[src/rtl/snn_pkg.sv]
// Shared types, sizes and result formatting for the SNN image loader.
// Optional build macro: SNN_DIGIT_ASCII_EN (transmit the result as ASCII '0'..'9').
package snn_pkg;

  localparam int unsigned NUM_PIXELS = 784;
  localparam int unsigned ADDR_W     = 10;
  localparam int unsigned NUM_BYTES  = NUM_PIXELS / 8;
  localparam int unsigned BYTE_AW    = ADDR_W - 3;
  localparam logic [7:0]  ASCII_ZERO = 8'h30;

  typedef enum logic [2:0] {
    LOAD,
    START,
    RUN,
    SEND,
    WAIT_TX
  } loader_state_t;

  // Converts the core's 4-bit digit into the byte handed to the transmitter.
  function automatic logic [7:0] fmt_result(input logic [3:0] result);
`ifdef SNN_DIGIT_ASCII_EN
    return ASCII_ZERO + {4'h0, result};
`else
    return {4'h0, result};
`endif
  endfunction

endpackage

[src/rtl/snn_input_loader_if.sv]
// UART / snn_core / transmitter signal bundle of the image loader.
interface snn_input_loader_if;

  logic                        rx_rdy;
  logic [7:0]                  rx_data;
  logic                        clr_rx_rdy;
  logic                        start;
  logic [snn_pkg::ADDR_W-1:0]  addr_input_unit;
  logic                        q_input;
  logic                        done;
  logic [3:0]                  digit;
  logic                        trmt;
  logic [7:0]                  tx_data;
  logic                        tx_done;
  logic                        busy;

  modport slave (
    input  rx_rdy, rx_data, addr_input_unit, done, digit, tx_done,
    output clr_rx_rdy, start, q_input, trmt, tx_data, busy
  );

  modport master (
    output rx_rdy, rx_data, addr_input_unit, done, digit, tx_done,
    input  clr_rx_rdy, start, q_input, trmt, tx_data, busy
  );

endinterface

[src/rtl/snn_image_ram.sv]
// 98x8 image store: byte-wide write, registered single-pixel read.
module snn_image_ram
  import snn_pkg::*;
(
  input  logic               i_clk,
  input  logic               i_rst_n,
  input  logic               i_we,
  input  logic [BYTE_AW-1:0] i_waddr,
  input  logic [7:0]         i_wdata,
  input  logic [ADDR_W-1:0]  i_raddr,
  output logic               o_q
);

  logic [7:0]         r_mem [NUM_BYTES];
  logic               r_q;
  logic [BYTE_AW-1:0] w_row;
  logic [2:0]         w_bit;
  logic               w_in_range;

  assign w_row      = i_raddr[ADDR_W-1:3];
  assign w_bit      = i_raddr[2:0];
  assign w_in_range = (i_raddr < ADDR_W'(NUM_PIXELS));

  // Image contents are intentionally left unreset.
  always_ff @(posedge i_clk) begin
    if (i_we && (i_waddr < BYTE_AW'(NUM_BYTES))) begin
      r_mem[i_waddr] <= i_wdata;
    end
  end

  always_ff @(posedge i_clk or negedge i_rst_n) begin
    if (!i_rst_n) begin
      r_q <= 1'b0;
    end else begin
      r_q <= w_in_range ? r_mem[w_row][w_bit] : 1'b0;
    end
  end

  assign o_q = r_q;

endmodule

[src/rtl/snn_input_loader.sv]
// Loads one 784-pixel image from UART bytes, runs snn_core, returns its digit.
// Optional build macro: SNN_DIGIT_ASCII_EN (see snn_pkg::fmt_result).
module snn_input_loader
  import snn_pkg::*;
(
  input  logic                clk,
  input  logic                rst_n,
  snn_input_loader_if.slave   bus
);

  loader_state_t      r_state, w_state_nxt;
  logic [BYTE_AW-1:0] r_byte_cnt, w_byte_cnt_nxt;
  logic               r_clr_rx_rdy, w_clr_rx_rdy_nxt;
  logic               r_start, w_start_nxt;
  logic               r_trmt, w_trmt_nxt;
  logic               r_busy;
  logic [7:0]         r_tx_data, w_tx_data_nxt;
  logic               w_we;

  snn_image_ram u_ram (
    .i_clk   (clk),
    .i_rst_n (rst_n),
    .i_we    (w_we),
    .i_waddr (r_byte_cnt),
    .i_wdata (bus.rx_data),
    .i_raddr (bus.addr_input_unit),
    .o_q     (bus.q_input)
  );

  // Next state and next registered outputs.
  always_comb begin
    w_state_nxt      = r_state;
    w_byte_cnt_nxt   = r_byte_cnt;
    w_clr_rx_rdy_nxt = 1'b0;
    w_start_nxt      = 1'b0;
    w_trmt_nxt       = 1'b0;
    w_tx_data_nxt    = r_tx_data;
    w_we             = 1'b0;
    case (r_state)
      LOAD: begin
        // Skip the cycle right after a consume so the receiver can drop rx_rdy.
        if (bus.rx_rdy && !r_clr_rx_rdy) begin
          w_we             = 1'b1;
          w_clr_rx_rdy_nxt = 1'b1;
          if (r_byte_cnt == BYTE_AW'(NUM_BYTES - 1)) begin
            w_byte_cnt_nxt = '0;
            w_state_nxt    = START;
          end else begin
            w_byte_cnt_nxt = r_byte_cnt + BYTE_AW'(1);
          end
        end
      end
      START: begin
        w_start_nxt = 1'b1;
        w_state_nxt = RUN;
      end
      RUN: begin
        if (bus.done) begin
          w_tx_data_nxt = fmt_result(bus.digit);
          w_trmt_nxt    = 1'b1;
          w_state_nxt   = SEND;
        end
      end
      SEND: begin
        w_state_nxt = WAIT_TX;
      end
      WAIT_TX: begin
        if (bus.tx_done) begin
          w_state_nxt = LOAD;
        end
      end
      default: begin
        w_state_nxt = LOAD;
      end
    endcase
  end

  always_ff @(posedge clk or negedge rst_n) begin
    if (!rst_n) begin
      r_state      <= LOAD;
      r_byte_cnt   <= '0;
      r_clr_rx_rdy <= 1'b0;
      r_start      <= 1'b0;
      r_trmt       <= 1'b0;
      r_busy       <= 1'b0;
      r_tx_data    <= 8'h00;
    end else begin
      r_state      <= w_state_nxt;
      r_byte_cnt   <= w_byte_cnt_nxt;
      r_clr_rx_rdy <= w_clr_rx_rdy_nxt;
      r_start      <= w_start_nxt;
      r_trmt       <= w_trmt_nxt;
      r_busy       <= (w_state_nxt != LOAD);
      r_tx_data    <= w_tx_data_nxt;
    end
  end

  assign bus.clr_rx_rdy = r_clr_rx_rdy;
  assign bus.start      = r_start;
  assign bus.trmt       = r_trmt;
  assign bus.busy       = r_busy;
  assign bus.tx_data    = r_tx_data;

endmodule

[src/flat_wrapper.sv]
// flat-port wrapper written by rule: the top's interface ports become plain ports
module snn_input_loader_flat import snn_pkg::*;
  (clk, rst_n, bus_rx_rdy, bus_rx_data, bus_addr_input_unit, bus_done, bus_digit, bus_tx_done, bus_clr_rx_rdy, bus_start, bus_q_input, bus_trmt, bus_tx_data, bus_busy);
  snn_input_loader_if bus_i ();
  input  logic clk;
  input  logic rst_n;
  input wire logic [$bits(bus_i.rx_rdy)-1:0] bus_rx_rdy;
  input wire logic [$bits(bus_i.rx_data)-1:0] bus_rx_data;
  input wire logic [$bits(bus_i.addr_input_unit)-1:0] bus_addr_input_unit;
  input wire logic [$bits(bus_i.done)-1:0] bus_done;
  input wire logic [$bits(bus_i.digit)-1:0] bus_digit;
  input wire logic [$bits(bus_i.tx_done)-1:0] bus_tx_done;
  output wire logic [$bits(bus_i.clr_rx_rdy)-1:0] bus_clr_rx_rdy;
  output wire logic [$bits(bus_i.start)-1:0] bus_start;
  output wire logic [$bits(bus_i.q_input)-1:0] bus_q_input;
  output wire logic [$bits(bus_i.trmt)-1:0] bus_trmt;
  output wire logic [$bits(bus_i.tx_data)-1:0] bus_tx_data;
  output wire logic [$bits(bus_i.busy)-1:0] bus_busy;
  assign bus_i.rx_rdy = bus_rx_rdy;
  assign bus_i.rx_data = bus_rx_data;
  assign bus_i.addr_input_unit = bus_addr_input_unit;
  assign bus_i.done = bus_done;
  assign bus_i.digit = bus_digit;
  assign bus_i.tx_done = bus_tx_done;
  assign bus_clr_rx_rdy = bus_i.clr_rx_rdy;
  assign bus_start = bus_i.start;
  assign bus_q_input = bus_i.q_input;
  assign bus_trmt = bus_i.trmt;
  assign bus_tx_data = bus_i.tx_data;
  assign bus_busy = bus_i.busy;
  snn_input_loader u_core (.clk(clk), .rst_n(rst_n), .bus(bus_i));
endmodule
[config.mk]
export PLATFORM = sky130hd
export DESIGN_NAME = snn_input_loader_flat
export DESIGN_NICKNAME = d
export VERILOG_FILES = /design/src/rtl/snn_pkg.sv /design/src/rtl/snn_input_loader_if.sv /design/src/rtl/snn_image_ram.sv /design/src/rtl/snn_input_loader.sv /design/src/flat_wrapper.sv
export SDC_FILE = /design/constraint.sdc
export NUM_CORES = 1
export LEC_CHECK = 0
export CAP_MARGIN = 15
export CORE_ASPECT_RATIO = 0.9
export CORE_MARGIN = 8
export CORE_UTILIZATION = 40
export DETAILED_ROUTE_END_ITERATION = 10
export HOLD_SLACK_MARGIN = 0.1
export SLEW_MARGIN = 0
export SYNTH_ARGS = -nofsm -noshare
export SYNTH_HDL_FRONTEND = slang
export SYNTH_SLANG_ARGS = --single-unit
[constraint.sdc]
create_clock -name clk -period 3 [get_ports clk]
set_input_delay 0.75 -clock clk [delete_from_list [all_inputs] [get_ports clk]]
set_output_delay 0.75 -clock clk [all_outputs]
set_load 0.005 [all_outputs]
==> results.md <==
GRT:
- The residual overflow from global routing is 0.
- The largest net degree at the start of global routing is 99.
- The initial antenna violation count is 4.
- The global-route usage over all layers is 17.8%.
- The number of global-route vias before repair came to 17300.
- The global-route wire length before repair is 118 mm.

Worst setup path:
- In this run the worst setup path begins at bus_addr_input_unit[6].
- The critical path goes through clkdlybuf4s50_1, buf_12, buf_12, nor2_1, o21ai_0, a21oi_1, a21oi_1, and4bb_2, nor4_1, and4_1.
- STA puts the critical path data arrival time at 3.22 ns.
- The worst setup path is of the primary input to flop kind.
- The capturing element type of the critical path is a flop.
- The startpoint class of the critical path is a primary input.
- The peak per-stage delay on the critical path is 0.45 ns.
- The cell type group with the largest total delay on the critical path is simple AND/OR/NAND/NOR gates.
- In this run the worst path has a maximum fanout of 15.
- The endpoint identified for the worst register-to-register timing path is u_core.u_ram.o_q.
- The minimum setup slack among reg-to-reg paths is 0.61 ns.
- The worst register-to-register path has a depth of 8.
- The required time at the worst-slack endpoint is 3.56 ns.
- The buffering stage count on the worst path with inverters included is 3.
- The most critical setup path has its endpoint at u_core.u_ram.o_q.
- For this design, the slowest cell found on the critical path is sky130_fd_sc_hd__clkdlybuf4s50_1.
- The number of stages on the worst setup path is 10.
- The worst flop-to-flop path startpoint is u_core.u_ram.r_mem[65][3].

STA:
- Setup repair after global routing left no endpoint under its margin.
- The number of pins exceeding their max-slew limit in the final report is 0.
- For the pin with the worst max-slew slack, the measured transition is 0.826 ns.
- For the final routed database, the setup TNS stands at 0 ns.
- The maximum clock rate is 377 MHz.
- The worst setup margin is 0.345 ns.
- Setup violations remaining at the end of the flow were counted as 0.
- Counting I/O delays and the setup requirement, the final critical path takes 2.66 ns.
- The number of hold violations in the final report was 0.
- Hold timing on the final database bottoms out at a slack of 0.475 ns.
- Headroom to the max-slew limit came out at 43.5%.
- Between clock sinks in the finished design, the worst skew comes to 0.0167 ns.
- The final period utilization is 88.5%.

Placed design:
- OpenSTA, run right after detailed placement, puts the worst setup slack at -0.201 ns.
- The area after detailed placement is 35300 sq um.
- The total of buffers placed on input and output ports is 35.
- The routability-driven placement congestion ratio is 0.964.
- The HPWL after detailed placement is 53.6 mm.

Run:
- The number of max-cap violations is 0.

Floorplan:
- The core box area is 79300 sq um.
- The number of standard-cell rows in the floorplan is 98.
- For this configuration, the core starts out at a cell density of 40.4%.
- The die covers 89400 sq um.
- The I/O pin count is 40.
- The x dimension of the die is 314 um.
- From bottom edge to top edge, the die measures 284 um.

Synthesis:
- Yosys printed 0 warnings.
- The synthesis-stage register bit count is 803.
- Each instance of the synthesized netlist takes up on average 19.6 sq um.
- The synthesized netlist devotes 4.51% of its cell area to compound gates.
- The portion of the post-synthesis area used by sequential elements is 75.0%.
- Among all flip-flop cells after synthesis, the most frequent one is sky130_fd_sc_hd__edfxtp_1.
- The fraction of synthesized cell area taken by the top area cell type is 73.5%.
- The multiplexer share of the synthesized area is 14.1%.
- The fraction of the mapped netlist area in simple logic gates is 3.33%.
- Counting every instance in the synthesized netlist gives 1635.
- The dominant combinational cell family by area after synthesis is multiplexers.
- The cell type with the largest total area after synthesis is sky130_fd_sc_hd__edfxtp_1.
- The arithmetic-cell share of the synthesized area counting full adders, half adders and majority gates is 0.0781%.
- In the synthesized netlist the async set-or-reset flop fraction comes to 2.37%.
- Yosys mapped a number of flops with a built-in enable equal to 784.
- The synthesized netlist occupies a cell area of 32000 sq um.
- The xor/xnor share of the synthesized area is 0.0820%.
- Sorting the synthesized cells by area gives the leading types as sky130_fd_sc_hd__edfxtp_1 (74%), sky130_fd_sc_hd__mux4_2 (7.9%), sky130_fd_sc_hd__mux2i_1 (4.0%), sky130_fd_sc_hd__mux4_1 (1.7%), sky130_fd_sc_hd__o221ai_1 (1.5%).
- The count of different cell masters after synthesis is 70.

Detailed routing:
- After detailed routing, the average wire length per cell comes to 26.6 um.
- The wire length after detailed routing is 81.3 mm.
- For this run, the detailed router's first-pass iteration total came to 5.
- The via count is 17100.
- In this run the remaining antenna-violating nets after routing total 0.
- For this run, design rule violations remaining after detail routing come to 0.
- The iteration-0 DRC count of the detailed router is 1764.
- The detailed-route vias per instance is 5.59.

Power and ir drop:
- In this run the static leakage power is 0.0127 uW.
- Of the total power, the share spent switching nets is 22.1%.
- The register share of total power is 52.0%.
- Per report_power, the clock group accounts for 40.5% of the total.
- The share of total power dissipated in combinational logic is 7.5%.
- The switching component of the power is 5350 uW.
- The total power density per cell area is 638 nW/um^2.
- The cell internal power dissipation is 18800 uW.
- The peak supply drop is 365 uV.

Clocking:
- The clock reaches the later pin of the worst-skew pair after 0.63 ns.
- Once the clock tree was built, the resizer swapped 0 gates to a different size.
- The clock-pin transition on the worst setup and hold timing paths is 0.06 ns.
- The tree is rooted in a sky130_fd_sc_hd__clkbuf_16.
- The clock sink total is 803.
- The CTS buffer count is 78.
- In this run, post-CTS hold repair placed 0 buffers.
- The H-tree generated during clock tree synthesis spans 3 levels.
- TritonCTS built the clock tree.
- The clock passes through at most 3 buffers.
- The buffer count from post-CTS setup fixing is 0.

Outcome:
- The flow ran to the end, and the final reports show no timing, DRC or antenna violations.

Hold path:
- The type of the worst min-delay path is primary input to asynchronous set/reset pin.

Final layout:
- For this run, the post-layout net count is 1978.
- The share of final-layout standard cells stronger than drive strength 1 is 27.2%.
- The most common library cell in the layout ignoring fill and taps is sky130_fd_sc_hd__edfxtp_1.
- The layout-stage area growth over the synthesis result is 18.2%.
- The cell area after layout is 37800 sq um.
- Cells fill 47.7% of the core in the end.
- In the layout the commonest cells are sky130_fd_sc_hd__edfxtp_1 (784), sky130_fd_sc_hd__buf_4 (273), sky130_fd_sc_hd__mux2i_1 (129), sky130_fd_sc_hd__nor2_1 (127), sky130_fd_sc_hd__mux4_2 (112).
[Yosys cell counts (19+ instances only)]
cell / instances
sky130_fd_sc_hd__edfxtp_1: 784
sky130_fd_sc_hd__mux2i_1: 129
sky130_fd_sc_hd__nor2_1: 127
sky130_fd_sc_hd__mux4_2: 112
sky130_fd_sc_hd__o221ai_1: 55
sky130_fd_sc_hd__nand2_1: 50
sky130_fd_sc_hd__a21oi_1: 44
sky130_fd_sc_hd__clkbuf_1: 27
sky130_fd_sc_hd__o21ai_0: 25
sky130_fd_sc_hd__o22ai_1: 24
sky130_fd_sc_hd__mux4_1: 21
sky130_fd_sc_hd__dfrtp_1: 19
[sequential cells by signal (all words and copies together) (netlist names)]
| register | cells |
|---|---|
| u_core.u_ram.r_mem | 784 |
| u_core.r_byte_cnt | 7 |
| u_core.bus.clr_rx_rdy | 1 |
| u_core.r_state | 3 |
| u_core.bus.tx_data | 4 |
| u_core.u_ram.o_q | 1 |
| u_core.bus.busy | 1 |
| u_core.bus.trmt | 1 |
| u_core.bus.start | 1 |
[routing by layer]
layer	part of all wire [%]	up-vias	global-route usage, %
met5	0.016	-	0
met4	3.1	2	5.61
met3	7.9	148	4.69
met2	46	651	27.5
met1	43	8945	24.7
li1	-	7366	-
[cell families (layout without fill, tap and decap cells)]
kind of cell	Yosys count	after routing
simple gates	242	242
xor+xnor	3	3
fa+ha+maj	2	2
buf+inv	105	478
compound gates	205	205
other cells	1	5
mux	274	274
flops	803	803
[worst min-delay path by stage]
stage                     startpoint               endpoint  slack, ns
2_1_floorplan                  rst_n        u_core.bus.busy       0.45
3_3_place_gp       u_core.r_state[2]       u_core.bus.start       0.48
3_5_place_dp   u_core.bus.tx_data[1]  u_core.bus.tx_data[1]       0.50
4_1_cts                        rst_n        u_core.bus.trmt       0.46
5_1_grt                        rst_n        u_core.bus.trmt       0.48
6_report                       rst_n  u_core.bus.tx_data[0]       0.47
[power groups by stage]
stage               logic, uW  clock network [uW]  registers, uW
global placement         1780                   0          12800
detailed placement       1810                   0          12800
global route             1920               10400          12600
finish                   1810                9790          12500
floorplan                 924                   0          12700
CTS                      1820                9970          12500
[layout make-up]
class                      instances  area [sq um]
antenna                            1          2.50
clock buffer                      95          2100
clock inverter                    47           443
fill                            6593         41500
inverter                           9          33.8
multi-input combinational        730          7080
sequential                       803         24000
tap                             1050          1310
timing repair buffer             327          2860
[stage by stage]
step           total power (uW)  instances
2_1_floorplan             13700       1638
3_3_place_gp              14600       2919
3_5_place_dp              14600       2919
4_1_cts                   24300       3061
5_1_grt                   24800       3061
6_report                  24100       3062
Note: power is estimated with default switching activity, not from simulation.
